## src/rtl/spmv_pkg.sv

```systemverilog
// Shared constants and FSM encoding for the CSR sparse matrix-vector row scheduler,
// its SRAM read ports and the MAC core.
package spmv_pkg;

    localparam int unsigned DATA_W      = 16;
    localparam int unsigned RIDX_W      = 8;
    localparam int unsigned DEF_ROWS    = 16;
    localparam int unsigned DEF_AW      = 8;
    localparam int unsigned DEF_RP_BASE = 0;
    localparam int unsigned DEF_CI_BASE = 32;
    localparam int unsigned DEF_IV_BASE = 0;
    localparam int unsigned DEF_MV_BASE = 32;

    typedef enum logic [2:0] {
        S_IDLE  = 3'd0,
        S_RP0   = 3'd1,
        S_ROW   = 3'd2,
        S_NZ    = 3'd3,
        S_IV    = 3'd4,
        S_EMIT  = 3'd5,
        S_RDONE = 3'd6,
        S_DONE  = 3'd7
    } state_t;

endpackage

```

## src/rtl/spmv_sram_rd_port.sv

```systemverilog
// One-cycle-latency SRAM read port: strobe/address drive plus a capture register.
// o_data shows the bus word in the capture cycle and the held word afterwards.
module spmv_sram_rd_port
    import spmv_pkg::*;
#(
    parameter int unsigned AW = DEF_AW
) (
    input  logic              i_clk,
    input  logic              i_rstn,
    input  logic              i_req,
    input  logic [AW-1:0]     i_addr,
    output logic              o_rd_en,
    output logic [AW-1:0]     o_addr,
    input  logic [DATA_W-1:0] i_sram_data,
    output logic [DATA_W-1:0] o_data
);

    logic              pend_q, pend_d;
    logic [DATA_W-1:0] data_q, data_d;

    always_comb begin
        pend_d = i_req;
        data_d = pend_q ? i_sram_data : data_q;
    end

    always_ff @(posedge i_clk) begin
        if (!i_rstn) begin
            pend_q <= 1'b0;
            data_q <= '0;
        end else begin
            pend_q <= pend_d;
            data_q <= data_d;
        end
    end

    assign o_rd_en = i_req;
    assign o_addr  = i_req ? i_addr : '0;
    assign o_data  = data_d;

endmodule

```

## src/rtl/spmv_row_scheduler.sv

```systemverilog
// CSR row scheduler: walks row_ptr/col_idx/values in SRAM and hands (A[r][c], x[c])
// pairs to the MAC core with valid/ready, flagging rows and end of matrix.
//
// state   | meaning
// IDLE    | wait for i_start
// RP0     | read row_ptr[0] into k (ph0 strobe, ph1 capture)
// ROW     | read row_ptr[r+1] into kend, clamp a decreasing pointer to an empty row
// NZ      | read col_idx[k] and value[k] together
// IV      | read x[col]
// EMIT    | present pair until accepted
// RDONE   | row complete pulse, advance r
// DONE    | end-of-matrix pulse
module spmv_row_scheduler
    import spmv_pkg::*;
#(
    parameter int unsigned ROWS    = DEF_ROWS,
    parameter int unsigned AW      = DEF_AW,
    parameter int unsigned RP_BASE = DEF_RP_BASE,
    parameter int unsigned CI_BASE = DEF_CI_BASE,
    parameter int unsigned IV_BASE = DEF_IV_BASE,
    parameter int unsigned MV_BASE = DEF_MV_BASE
) (
    input  logic              i_clk,
    input  logic              i_rstn,
    input  logic              i_start,
    output logic              o_busy,
    output logic              o_done,
    output logic              o_rd_en_A,
    output logic [AW-1:0]     o_addr_A,
    input  logic [DATA_W-1:0] i_read_data_A,
    output logic              o_rd_en_B,
    output logic [AW-1:0]     o_addr_B,
    input  logic [DATA_W-1:0] i_read_data_B,
    output logic              o_pair_valid,
    input  logic              i_pair_ready,
    output logic [DATA_W-1:0] o_mat_val,
    output logic [DATA_W-1:0] o_vec_val,
    output logic              o_row_done,
    output logic [RIDX_W-1:0] o_row_idx,
    output logic              o_err
);

    state_t            state_q, state_d;
    logic              ph_q, ph_d;
    logic [DATA_W-1:0] k_q, k_d, kend_q, kend_d, col_q, col_d;
    logic [DATA_W-1:0] mat_q, mat_d, vec_q, vec_d;
    logic [RIDX_W-1:0] r_q, r_d;
    logic              err_q, err_d;

    logic              rd_req_a, rd_req_b;
    logic [AW-1:0]     rd_addr_a, rd_addr_b;
    logic [DATA_W-1:0] rdata_a, rdata_b;
    logic [DATA_W-1:0] row_end, k_inc;
    logic              ptr_back, last_row;

    // A row_ptr that goes backwards is treated as an empty row ending at k.
    assign ptr_back = rdata_b < k_q;
    assign row_end  = ptr_back ? k_q : rdata_b;
    assign k_inc    = k_q + 16'd1;
    assign last_row = r_q == RIDX_W'(ROWS - 1);

    always_ff @(posedge i_clk) begin
        if (!i_rstn) begin
            state_q <= S_IDLE;
            ph_q    <= 1'b0;
        end else begin
            state_q <= state_d;
            ph_q    <= ph_d;
        end
    end

    always_comb begin
        state_d = state_q;
        ph_d    = 1'b0;
        case (state_q)
            S_IDLE:  if (i_start) state_d = S_RP0;
            S_RP0: begin
                ph_d = !ph_q;
                if (ph_q) state_d = S_ROW;
            end
            S_ROW: begin
                ph_d = !ph_q;
                if (ph_q) state_d = (k_q < row_end) ? S_NZ : S_RDONE;
            end
            S_NZ: begin
                ph_d = !ph_q;
                if (ph_q) state_d = S_IV;
            end
            S_IV: begin
                ph_d = !ph_q;
                if (ph_q) state_d = S_EMIT;
            end
            S_EMIT:  if (i_pair_ready) state_d = (k_inc < kend_q) ? S_NZ : S_RDONE;
            S_RDONE: state_d = last_row ? S_DONE : S_ROW;
            S_DONE:  state_d = S_IDLE;
            default: state_d = S_IDLE;
        endcase
    end

    always_comb begin
        o_busy       = state_q != S_IDLE;
        o_done       = state_q == S_DONE;
        o_row_done   = state_q == S_RDONE;
        o_pair_valid = state_q == S_EMIT;
        rd_req_a     = 1'b0;
        rd_req_b     = 1'b0;
        rd_addr_a    = '0;
        rd_addr_b    = '0;
        case (state_q)
            S_RP0: if (!ph_q) begin
                rd_req_b  = 1'b1;
                rd_addr_b = AW'(RP_BASE);
            end
            S_ROW: if (!ph_q) begin
                rd_req_b  = 1'b1;
                rd_addr_b = AW'(RP_BASE) + AW'(r_q) + AW'(1);
            end
            S_NZ: if (!ph_q) begin
                rd_req_b  = 1'b1;
                rd_addr_b = AW'(CI_BASE) + AW'(k_q);
                rd_req_a  = 1'b1;
                rd_addr_a = AW'(MV_BASE) + AW'(k_q);
            end
            S_IV: if (!ph_q) begin
                rd_req_a  = 1'b1;
                rd_addr_a = AW'(IV_BASE) + AW'(col_q);
            end
            default: ;
        endcase
    end

    always_comb begin
        k_d    = k_q;
        kend_d = kend_q;
        col_d  = col_q;
        mat_d  = mat_q;
        vec_d  = vec_q;
        r_d    = r_q;
        err_d  = err_q;
        case (state_q)
            S_IDLE: if (i_start) begin
                err_d = 1'b0;
                r_d   = '0;
            end
            S_RP0: if (ph_q) k_d = rdata_b;
            S_ROW: if (ph_q) begin
                kend_d = row_end;
                if (ptr_back) err_d = 1'b1;
            end
            S_NZ: if (ph_q) begin
                col_d = rdata_b;
                mat_d = rdata_a;
            end
            S_IV:   if (ph_q) vec_d = rdata_a;
            S_EMIT: if (i_pair_ready) k_d = k_inc;
            S_RDONE: begin
                k_d = kend_q;
                if (!last_row) r_d = r_q + 1'b1;
            end
            default: ;
        endcase
    end

    always_ff @(posedge i_clk) begin
        if (!i_rstn) begin
            k_q    <= '0;
            kend_q <= '0;
            col_q  <= '0;
            mat_q  <= '0;
            vec_q  <= '0;
            r_q    <= '0;
            err_q  <= 1'b0;
        end else begin
            k_q    <= k_d;
            kend_q <= kend_d;
            col_q  <= col_d;
            mat_q  <= mat_d;
            vec_q  <= vec_d;
            r_q    <= r_d;
            err_q  <= err_d;
        end
    end

    spmv_sram_rd_port #(.AW(AW)) u_port_a (
        .i_clk       (i_clk),
        .i_rstn      (i_rstn),
        .i_req       (rd_req_a),
        .i_addr      (rd_addr_a),
        .o_rd_en     (o_rd_en_A),
        .o_addr      (o_addr_A),
        .i_sram_data (i_read_data_A),
        .o_data      (rdata_a)
    );

    spmv_sram_rd_port #(.AW(AW)) u_port_b (
        .i_clk       (i_clk),
        .i_rstn      (i_rstn),
        .i_req       (rd_req_b),
        .i_addr      (rd_addr_b),
        .o_rd_en     (o_rd_en_B),
        .o_addr      (o_addr_B),
        .i_sram_data (i_read_data_B),
        .o_data      (rdata_b)
    );

    assign o_mat_val = mat_q;
    assign o_vec_val = vec_q;
    assign o_row_idx = r_q;
    assign o_err     = err_q;

endmodule

```

## config.mk

```make
export PLATFORM = sky130hd
export DESIGN_NAME = spmv_row_scheduler
export DESIGN_NICKNAME = d
export VERILOG_FILES = /design/src/rtl/spmv_pkg.sv /design/src/rtl/spmv_sram_rd_port.sv /design/src/rtl/spmv_row_scheduler.sv
export SDC_FILE = /design/constraint.sdc
export NUM_CORES = 1
export LEC_CHECK = 0
export CORE_MARGIN = 1
export CORE_UTILIZATION = 56
export DETAILED_ROUTE_END_ITERATION = 12
export GPL_ROUTABILITY_DRIVEN = 1
export PLACE_DENSITY = 0.81
export SLEW_MARGIN = 10
export SYNTH_ARGS = -nofsm -noshare
export SYNTH_HDL_FRONTEND = slang
export SYNTH_HIERARCHICAL = 1
export SYNTH_SLANG_ARGS = --single-unit
export TNS_END_PERCENT = 1
```

## constraint.sdc

```tcl
create_clock -name i_clk -period 4.4 [get_ports i_clk]
set_input_delay 0.66 -clock i_clk [delete_from_list [all_inputs] [get_ports i_clk]]
set_output_delay 0.66 -clock i_clk [all_outputs]
set_load 0.02 [all_outputs]
```

After elaboration in Yosys (flattened, before gate mapping)
Index checks and enable logic that the tools add are counted.
Cells by class
  add/sub/neg operators: 3
  multipliers: 0
  div/mod/pow operators: 0
  magnitude comparators: 3
  equality and inequality tests: 16
  shift-type cells: 0
  multiplexer cells: 33
  bitwise logic cells: 0
  reductions and logical operators: 17
Operators by type and width (count)
  16-bit 2-to-1 mux: 5
  8-bit 2-to-1 mux: 7
  16-bit < comparator: 3
  16-bit one-hot mux with 3 select lines: 1
  8-bit one-hot mux with 2 select lines: 3
  3-bit 2-to-1 mux: 9
  3-bit one-hot mux with 8 select lines: 1
  16-bit by 1-bit adder with 16-bit output (second input constant): 1
  2-bit != test (second input constant): 7
  3-bit == test (second input constant): 4
  6-bit by 8-bit adder with 8-bit output (first input constant): 1
  8-bit by 1-bit adder with 8-bit output (second input constant): 1
  8-bit by 4-bit == test with 1-bit output (second input constant): 1
  2-bit AND reduction: 4
  3-bit by 2-bit == test with 1-bit output (second input constant): 2
  1-bit 2-to-1 mux: 6
  3-bit AND reduction: 2
  6-bit AND reduction: 1
  3-bit nonzero test: 2
  4-bit AND reduction: 1
  2-bit nonzero test: 2
  4-bit OR reduction: 1
  3-bit by 1-bit == test with 1-bit output (second input constant): 1
  3-bit zero test: 1
  other kinds (5): 5
Word-level totals
  flip-flop bits (word level): 119
  latch bits: 0
  bits in writable memories: 0
  bits in read-only memories: 0
  input bits: 36
  output and inout port bits: 63
  word-level logic and storage cells: 85
  memories kept: 0

Longest topological paths before layout
Gate-level depths: netlist of the first run.
  depth after elaboration: 7
  gate-level depth with buffers: 17
  depth with buffers taken out: 14

Hierarchy
Netlist of the first run, hierarchy kept.
By module, submodules not included
  spmv_row_scheduler: times used 1, cells an instance 722, area each 5662.9 um2, sequential area each 1701.6 um2
  spmv_sram_rd_port: times used 2, cells an instance 62, area each 762.0 um2, sequential area each 340.3 um2

Worst setup path after synthesis of the first run
OpenSTA, ideal clock, no wires.
  path type: input to register
  start: in i_read_data_B[6]
  end: reg state_q[2]
  library setup time: 0.116 ns
  arrival time: 3.571 ns
  data required time: 4.284 ns
  path slack: 0.713 ns
  stages on the path: 15
  buffers on the path: 1
  path through: mux2_4 > ha_1 > a211oi_1 > nand3_1 > a31oi_1 > o21ai_4 > buf_12 > mux2i_1 > ha_1 > a21oi_1 > nand2_1 > a221o_1 > nor3_1 > o21ai_0 > a31o_2
Between the ends
  cells in the longest elaborated chain, start to end: 7
RTL lines
  from (decl): RTL line spmv_row_scheduler.sv:33  | input logic [DATA_W-1:0] i_read_data_B,
  16-bit 2-to-1 mux *: RTL line spmv_sram_rd_port.sv:23  | data_d = pend_q ? i_sram_data : data_q;
  16-bit < comparator: RTL line spmv_row_scheduler.sv:57  | assign ptr_back = rdata_b < k_q;
  16-bit 2-to-1 mux *: RTL line spmv_row_scheduler.sv:58  | assign row_end = ptr_back ? k_q : rdata_b;
  16-bit < comparator *: RTL line spmv_row_scheduler.sv:83  | if (ph_q) state_d = (k_q < row_end) ? S_NZ : S_RDONE;
  3-bit 2-to-1 mux * (2 in series): RTL line spmv_row_scheduler.sv:83
  3-bit one-hot mux with 8 select lines *: RTL line spmv_row_scheduler.sv:75  | case (state_q)
  to (signal assigned): RTL line spmv_row_scheduler.sv:67  | state_q <= state_d;
  to (decl): RTL line spmv_row_scheduler.sv:43  | state_t state_q, state_d;
Every way passes the cells marked *; elsewhere a longest branch is shown, timed or not. The select of a mux whose other input is x is not followed.
A chain may end at the register's enable or synchronous reset.

Worst setup path after layout of the first run
  start: reg state_q[2]
  end: out o_addr_A[5]
Between the ends
  cells in the longest elaborated chain, start to end: 4
  elaborated cells on any way between the ends: 6
  classes of those cells: eq/ne: 2; mux: 3; reduce/logical: 1
RTL lines
  3-bit == test / 3-bit by 2-bit == test with 1-bit output (equally long branches): RTL line spmv_row_scheduler.sv:109  | case (state_q)
  2-bit OR reduction (no line)
  1-bit 2-to-1 mux
  8-bit 2-to-1 mux *: RTL line spmv_sram_rd_port.sv:37  | assign o_addr = i_req ? i_addr : '0;
  to (decl): RTL line spmv_row_scheduler.sv:29  | output logic [AW-1:0] o_addr_A,
Every way passes the cells marked *; elsewhere a longest branch is shown, timed or not.

==> impl_metrics.json, run 1 <==
{
  "met3_usage_pct": 6.27,
  "use_met1_pct": 40.5,
  "drive_gt1_share_pct": 11.4,
  "cts_setup_buffers": 0,
  "synth_cell_types": 71,
  "cts_resized": 0,
  "utilization_pct": 70.4,
  "pre_cts_slack_ns": 0.0449,
  "power_density_nw_per_um2": 345,
  "p_total_mw": 3.05,
  "synth-seq-cells": 119,
  "die_area_sq_um": 13300,
  "drc": 0,
  "worst_slack_ns": 0.424,
  "drv_slew": 0,
  "first_pass_iters": 7,
  "grt_util_met2_pct": 46.4,
  "timing.final.crit_share_pct": 90.4,
  "critPathRequiredTime_ns": 3.74,
  "worst_pin_slew_ns": 1.04,
  "clock.fmax_mhz": 252,
  "start_kind": "register",
  "worstHoldPathType": "register to register",
  "die_width_microns": 115,
  "place.gp.congestion": 0.916,
  "yosys_warnings": 6,
  "num_rows": 41,
  "top_usage_layer": "met2",
  "relSlewSlack_pct": 30.1,
  "synth.avg_cell_area_sq_um": 8.50,
  "antenna_left": 0,
  "clk_pin_slew_ns": 0.06,
  "n_fill_cell": 978,
  "place_inst": 1086,
  "final_common_cell": "dfxtp_1",
  "maxCapViolCount": 0,
  "io_pins": 99,
  "peakVddDrop_v": 0.000258,
  "worst-setup-path-type": "register to primary output",
  "fin_nets": 1017,
  "avgRoutedWirePerCell_microns": 17.2,
  "core_sq_um": 12600,
  "wl_microns": 19200,
  "setup_tns_ns": 0,
  "leakagePower_nw": 3.40,
  "cts_root_buffer": "clkbuf_16",
  "grt_pass1_wl_microns": 30500,
  "setup_violations": 0,
  "ys_seq_area_share_pct": 33.1,
  "overflow": 0,
  "endpoint_kind": "primary output",
  "cts_tree": "built",
  "clk_latency_ns": 0.43,
  "via_per_inst": 5.85,
  "arrival_ns": 3.32,
  "mostFrequentLayoutCells": "dfxtp_1, nand2_1, clkdlybuf4s50_1",
  "fin_cells": 1118,
  "clock_path_buffers": 2,
  "hold_viol": 0,
  "numCtsBuffers": 17,
  "synth_enable_flop_cells": 0,
  "drtIter0Drc": 569,
  "htree_levels": 4,
  "clock_skew_ns": 0.00976,
  "diodes": 0,
  "numPortBuffers": 98,
  "syn2layout_area_growth_pct": 23.2,
  "synthesis.area_sq_um": 7190,
  "synthArstFlopShare_pct": 0,
  "grt_pass1_vias": 5970,
  "whs_ns": 0.462,
  "grt_antenna_before_repair": 0,
  "track_usage_pct": 30.0,
  "fp.dieH_microns": 115,
  "placed_area_sq_um": 8270,
  "initial_core_util_pct": 57.2,
  "vias": 6542,
  "yosys_most_used_dff": "dfxtp_1",
  "status": "complete, no violations",
  "syn_inst": 846,
  "synth_nets": 930,
  "hpwl_microns": 13200,
  "crit_fanout": 20,
  "cts_hold_buf": 0,
  "rsz0062_at_grt": "false",
  "fin_crit_ns": 3.98,
  "grt_max_degree": 63,
  "design_area_sq_um": 8850,
  "clock-sinks": 119
}
==> routing by layer <==
layer  vias up  routed length, microns
met4         0                     501
li1       3142                       -
met2       260                    8710
met1      3090                    8540
met5         -                       0
met3        50                    1460
==> cell type report <==
type	instances	area, sq um	area share (%)
Clock buffer	20	467	5.27
Clock inverter	12	119	1.34
Inverter	37	139	1.57
Multi-Input combinational cell	639	4370	49.4
Sequential cell	119	2380	26.9
Tap cell	172	215	2.43
Timing Repair Buffer	119	1160	13.1
==> worst max-delay path, stage by stage, from the launching register on <==
cell	delay, ns
dfxtp_1	0.78
nand2b_1	0.35
nor2_2	0.42
nor2_1	0.09
nor2_1	0.39
and2_1	0.22
clkdlybuf4s50_1	0.62
==> flip-flops by register name (all words and copies together) (netlist names) <==
| signal | cells |
|---|---|
| col_q | 8 |
| k_q | 16 |
| kend_q | 16 |
| o_err | 1 |
| o_mat_val | 16 |
| o_row_idx | 8 |
| o_vec_val | 16 |
| ph_q | 1 |
| state_q | 3 |
| u_port_a/data_q | 16 |
| u_port_a/pend_q | 1 |
| u_port_b/data_q | 16 |
| u_port_b/pend_q | 1 |
==> synthesized netlist by cell type, types with 3 or more instances <==
cell type	n	area [sq um]
buf_2	7	35.0
and2_1	52	325
buf_1	3	11.3
a31oi_1	4	25.0
nand2_1	117	439
nor2b_1	10	62.6
o22ai_1	6	37.5
nor3_1	6	30.0
inv_1	34	128
a22oi_1	23	173
o221ai_1	3	26.3
a211oi_1	6	45.0
a221o_1	4	40.0
clkbuf_1	29	109
and2_4	4	35.0
nor2_1	49	184
mux2_2	12	135
nor3b_1	5	37.5
mux2i_1	20	200
and3_1	6	37.5
buf_4	4	30.0
o21ai_0	49	245
xor2_1	5	43.8
a21oi_1	49	245
nand2b_1	3	18.8
buf_12	3	60.1
xnor2_1	16	140
a21boi_0	45	338
a31o_2	3	26.3
nand4_1	8	50.1
dfxtp_1	119	2380
o211a_1	3	30.0
ha_1	48	601
buf_6	4	45.0
mux2_4	20	300
nand3_1	19	95.1
o211ai_1	5	37.5
==> kinds of logic after synthesis <==
group                      after synthesis  synth area share (%)
and+or+nand+nor                        295                  20.5
muxes                                   52                  8.84
xor gates and xnor gates                21                  2.56
buffers and inverters                   88                  6.04
AOI/OAI and AO/OA                      223                  20.5
DFF                                    119                  33.1
adders and majority gates               48                  8.36
==> where the power goes <==
part           leakage [nW]  switching [mW]  internal (mW)
logic                  2.16           0.299          0.266
clock network         0.280           0.540          0.827
registers             0.961          0.0235           1.10
==> final timing paths <==
path / from / end / slack (ns) / cells after the start
setup / recovery: state_q[2] / o_addr_A[5] / 0.42 / 6
hold / removal: o_mat_val[3] / o_mat_val[3] / 0.46 / 2
setup reg to reg: u_port_b/pend_q / state_q[2] / 0.44 / 16
hold reg to reg: o_mat_val[3] / o_mat_val[3] / 0.46 / 2
No activity file was read; power rests on OpenSTA's default activity.
==> run 2, diff against run 1 <==
CTS_BUF_LIST = sky130_fd_sc_hd__clkbuf_2 sky130_fd_sc_hd__clkbuf_4 sky130_fd_sc_hd__clkbuf_8   (was unset)
PLACE_DENSITY = 0.82   (was 0.81)
SYNTH_HIERARCHICAL = unset   (was 1)
==> run 2 against run 1 <==
Net effect: the flow now finishes with violations (DRC); setup slack lost 0.27 ns; routed wire length is essentially flat; power grew 57%; via count shrank 5.1%; combinational power grew to 4.3 times the previous value; global-route usage grew 1.9 points; critical path type is now register to register; largest power group is now combinational logic.
==> impl_metrics.json, run 2 <==
{
  "syn_inst": 759,
  "maxCapViolCount": 0,
  "clk_latency_ns": 0.46,
  "worst-setup-path-type": "register to register",
  "htree_levels": 4,
  "rrSetupSlack_ns": 0.16,
  "endpoint_kind": "register",
  "drtIter0Drc": 454,
  "rsz0062_at_grt": "false",
  "drc": 3,
  "n_fill_cell": 925,
  "whs_ns": 0.475,
  "grt_pass1_wl_microns": 31200,
  "syn2layout_area_growth_pct": 22.9,
  "cts_tree": "built",
  "synthTopCellsByArea": "dfxtp_1, ha_1, mux2i_1",
  "crit_fanout": 16,
  "utilization_pct": 71.7,
  "ys_seq_area_share_pct": 35.3,
  "grt_pass1_vias": 6322,
  "numCtsBuffers": 17,
  "io_pins": 99,
  "die_width_microns": 112,
  "mostFrequentLayoutCells": "dfxtp_1, clkdlybuf4s50_1, nand2_1",
  "placed_area_sq_um": 7890,
  "synth_enable_flop_cells": 0,
  "reg2reg_from": "u_port_b.pend_q",
  "reg2reg_to": "state_q[2]",
  "power_density_nw_per_um2": 577,
  "final_common_cell": "dfxtp_1",
  "whs_endpoint": "kend_q[1]",
  "drive_gt1_share_pct": 9.14,
  "num_rows": 39,
  "worst_pin_slew_ns": 1.14,
  "synthArstFlopShare_pct": 0,
  "path_delay_family": "simple AND/OR/NAND/NOR gates",
  "start_kind": "register",
  "cp_slowest_cell": "nor4b_1",
  "vias": 6209,
  "fin_crit_ns": 4.24,
  "clock_skew_ns": 0.0139,
  "path_cells": "buf_12 > mux2_2 > ha_1 > nor4b_1 > a211oi_1 > o311ai_1 > buf_4 > nand3_2 > buf_12 > mux2i_1 > ha_1 > nand4_1 > or2_2 > nor4_1 > a31oi_1 > o31a_1 > o211ai_2",
  "wl_microns": 19200,
  "avgRoutedWirePerCell_microns": 19.1,
  "yosys_warnings": 0,
  "antenna_left": 0,
  "status": "complete, but fails checks",
  "first_pass_iters": 9,
  "p_total_mw": 4.78,
  "clk_pin_slew_ns": 0.08,
  "leakagePower_nw": 3.62,
  "synth_nets": 843,
  "synth_cell_types": 64,
  "hold_viol": 0,
  "yosys_most_used_dff": "dfxtp_1",
  "synth.avg_cell_area_sq_um": 8.90,
  "setup_tns_ns": 0,
  "numPortBuffers": 98,
  "relSlewSlack_pct": 23.7,
  "track_usage_pct": 31.9,
  "clock_path_buffers": 2,
  "cts_resized": 0,
  "timing.final.crit_share_pct": 96.4,
  "worst_slack_ns": 0.157,
  "hold_depth": 2,
  "critPathRequiredTime_ns": 4.78,
  "yosysMostFrequentCell": "dfxtp_1",
  "drv_slew": 0,
  "initial_core_util_pct": 58.4,
  "fin_nets": 936,
  "place.gp.congestion": 0.939,
  "synth-seq-cells": 119,
  "yosysTopAreaCell": "dfxtp_1",
  "worstHoldPathType": "register to register",
  "synthesis.area_sq_um": 6750,
  "cts_setup_buffers": 0,
  "place_inst": 976,
  "core_sq_um": 11600,
  "crit_path_max_incr_delay_ns": 0.48,
  "peakVddDrop_v": 0.000491,
  "pre_cts_slack_ns": -0.114,
  "rr_worst_depth": 17,
  "clock-sinks": 119,
  "worstHoldStart": "kend_q[1]",
  "critPathBufInv": 3,
  "design_area_sq_um": 8290,
  "grt_max_degree": 87,
  "arrival_ns": 4.62,
  "overflow": 0,
  "cts_root_buffer": "clkbuf_8",
  "synth_top_area_share_pct": 35.3,
  "fin_cells": 1007,
  "synthTopCellsByCount": "dfxtp_1, nand2_1, ha_1",
  "via_per_inst": 6.17,
  "die_area_sq_um": 12500,
  "fp.dieH_microns": 112,
  "cts_hold_buf": 0,
  "grt_antenna_before_repair": 0,
  "setup_violations": 0,
  "hpwl_microns": 13900,
  "diodes": 0,
  "clock.fmax_mhz": 236,
  "violations": "DRC"
}
[run 2: cell types whose count changed in the layout (fill, tap and decap cells not counted), sizes merged, moves of 26 or more]
cell    before  now
and2        56   24
a21oi       49   23
a21boi      47    3
nand2      118   75
nor2b       11   38
o211a        3   38
[run 2: final cells by class]
| class | instances | area (sq um) | share of cell area [%] |
|---|---|---|---|
| clock buffers | 22 | 278 | 3.35 |
| clock inverters | 9 | 126 | 1.52 |
| inverters | 40 | 150 | 1.81 |
| multi-input cells | 551 | 3990 | 48.1 |
| flip-flops and latches | 119 | 2380 | 28.7 |
| well taps | 143 | 179 | 2.16 |
| repair buffers | 123 | 1190 | 14.3 |
[run 2: how the worst max path moves through the flow]
stage                 end             start  slack [ns]  cells after the start
2_1_floorplan  state_q[2]   u_port_b.pend_q        0.59                     17
3_3_place_gp   state_q[2]  i_read_data_B[2]      -0.002                     17
3_5_place_dp   state_q[2]  i_read_data_B[1]       -0.11                     18
4_1_cts        state_q[2]   u_port_b.pend_q        0.30                     17
5_1_grt        state_q[2]   u_port_b.pend_q        0.04                     18
6_report       state_q[2]   u_port_b.pend_q        0.16                     17
[run 2: where the power goes]
group / switching, mW / internal, mW
sequential: 0.154 / 1.18
clock: 0.435 / 0.593
combinational: 1.33 / 1.09
total: 1.91 / 2.87
[run 2: logic make-up (layout without fill, tap and decap cells)]
kind of cell               Yosys count  after routing  synth area share [%]
buffers and inverters               89            194                  5.65
AOI/OAI and AO/OA                  195            195                  21.1
DFF                                119            119                  35.3
and+or+nand+nor                    235            235                  18.3
xor gates and xnor gates            21             21                  2.72
muxes                               52             52                  8.12
adders and majority gates           48             48                  8.90
[run 2: worst min-delay path: cells and delay by family, from the launching register on]
family / cells / cell delay [ns]
flops: 1 / 0.32
compound gates: 1 / 0.05
simple gates: 1 / 0.05
[run 2: metal layers]
metal	wire length (microns)	part of all wire (%)	track usage [%]
met5	0	0	0
met4	674	3.5	17.2
met1	7920	41	37.6
met2	9210	48	53.5
met3	1410	7.4	7.51
==> run 3, diff against run 2 <==
CAP_MARGIN = 0   (was unset)
==> results of run 3 <==
Final layout, timing and power as in run 2 (identical DEF).
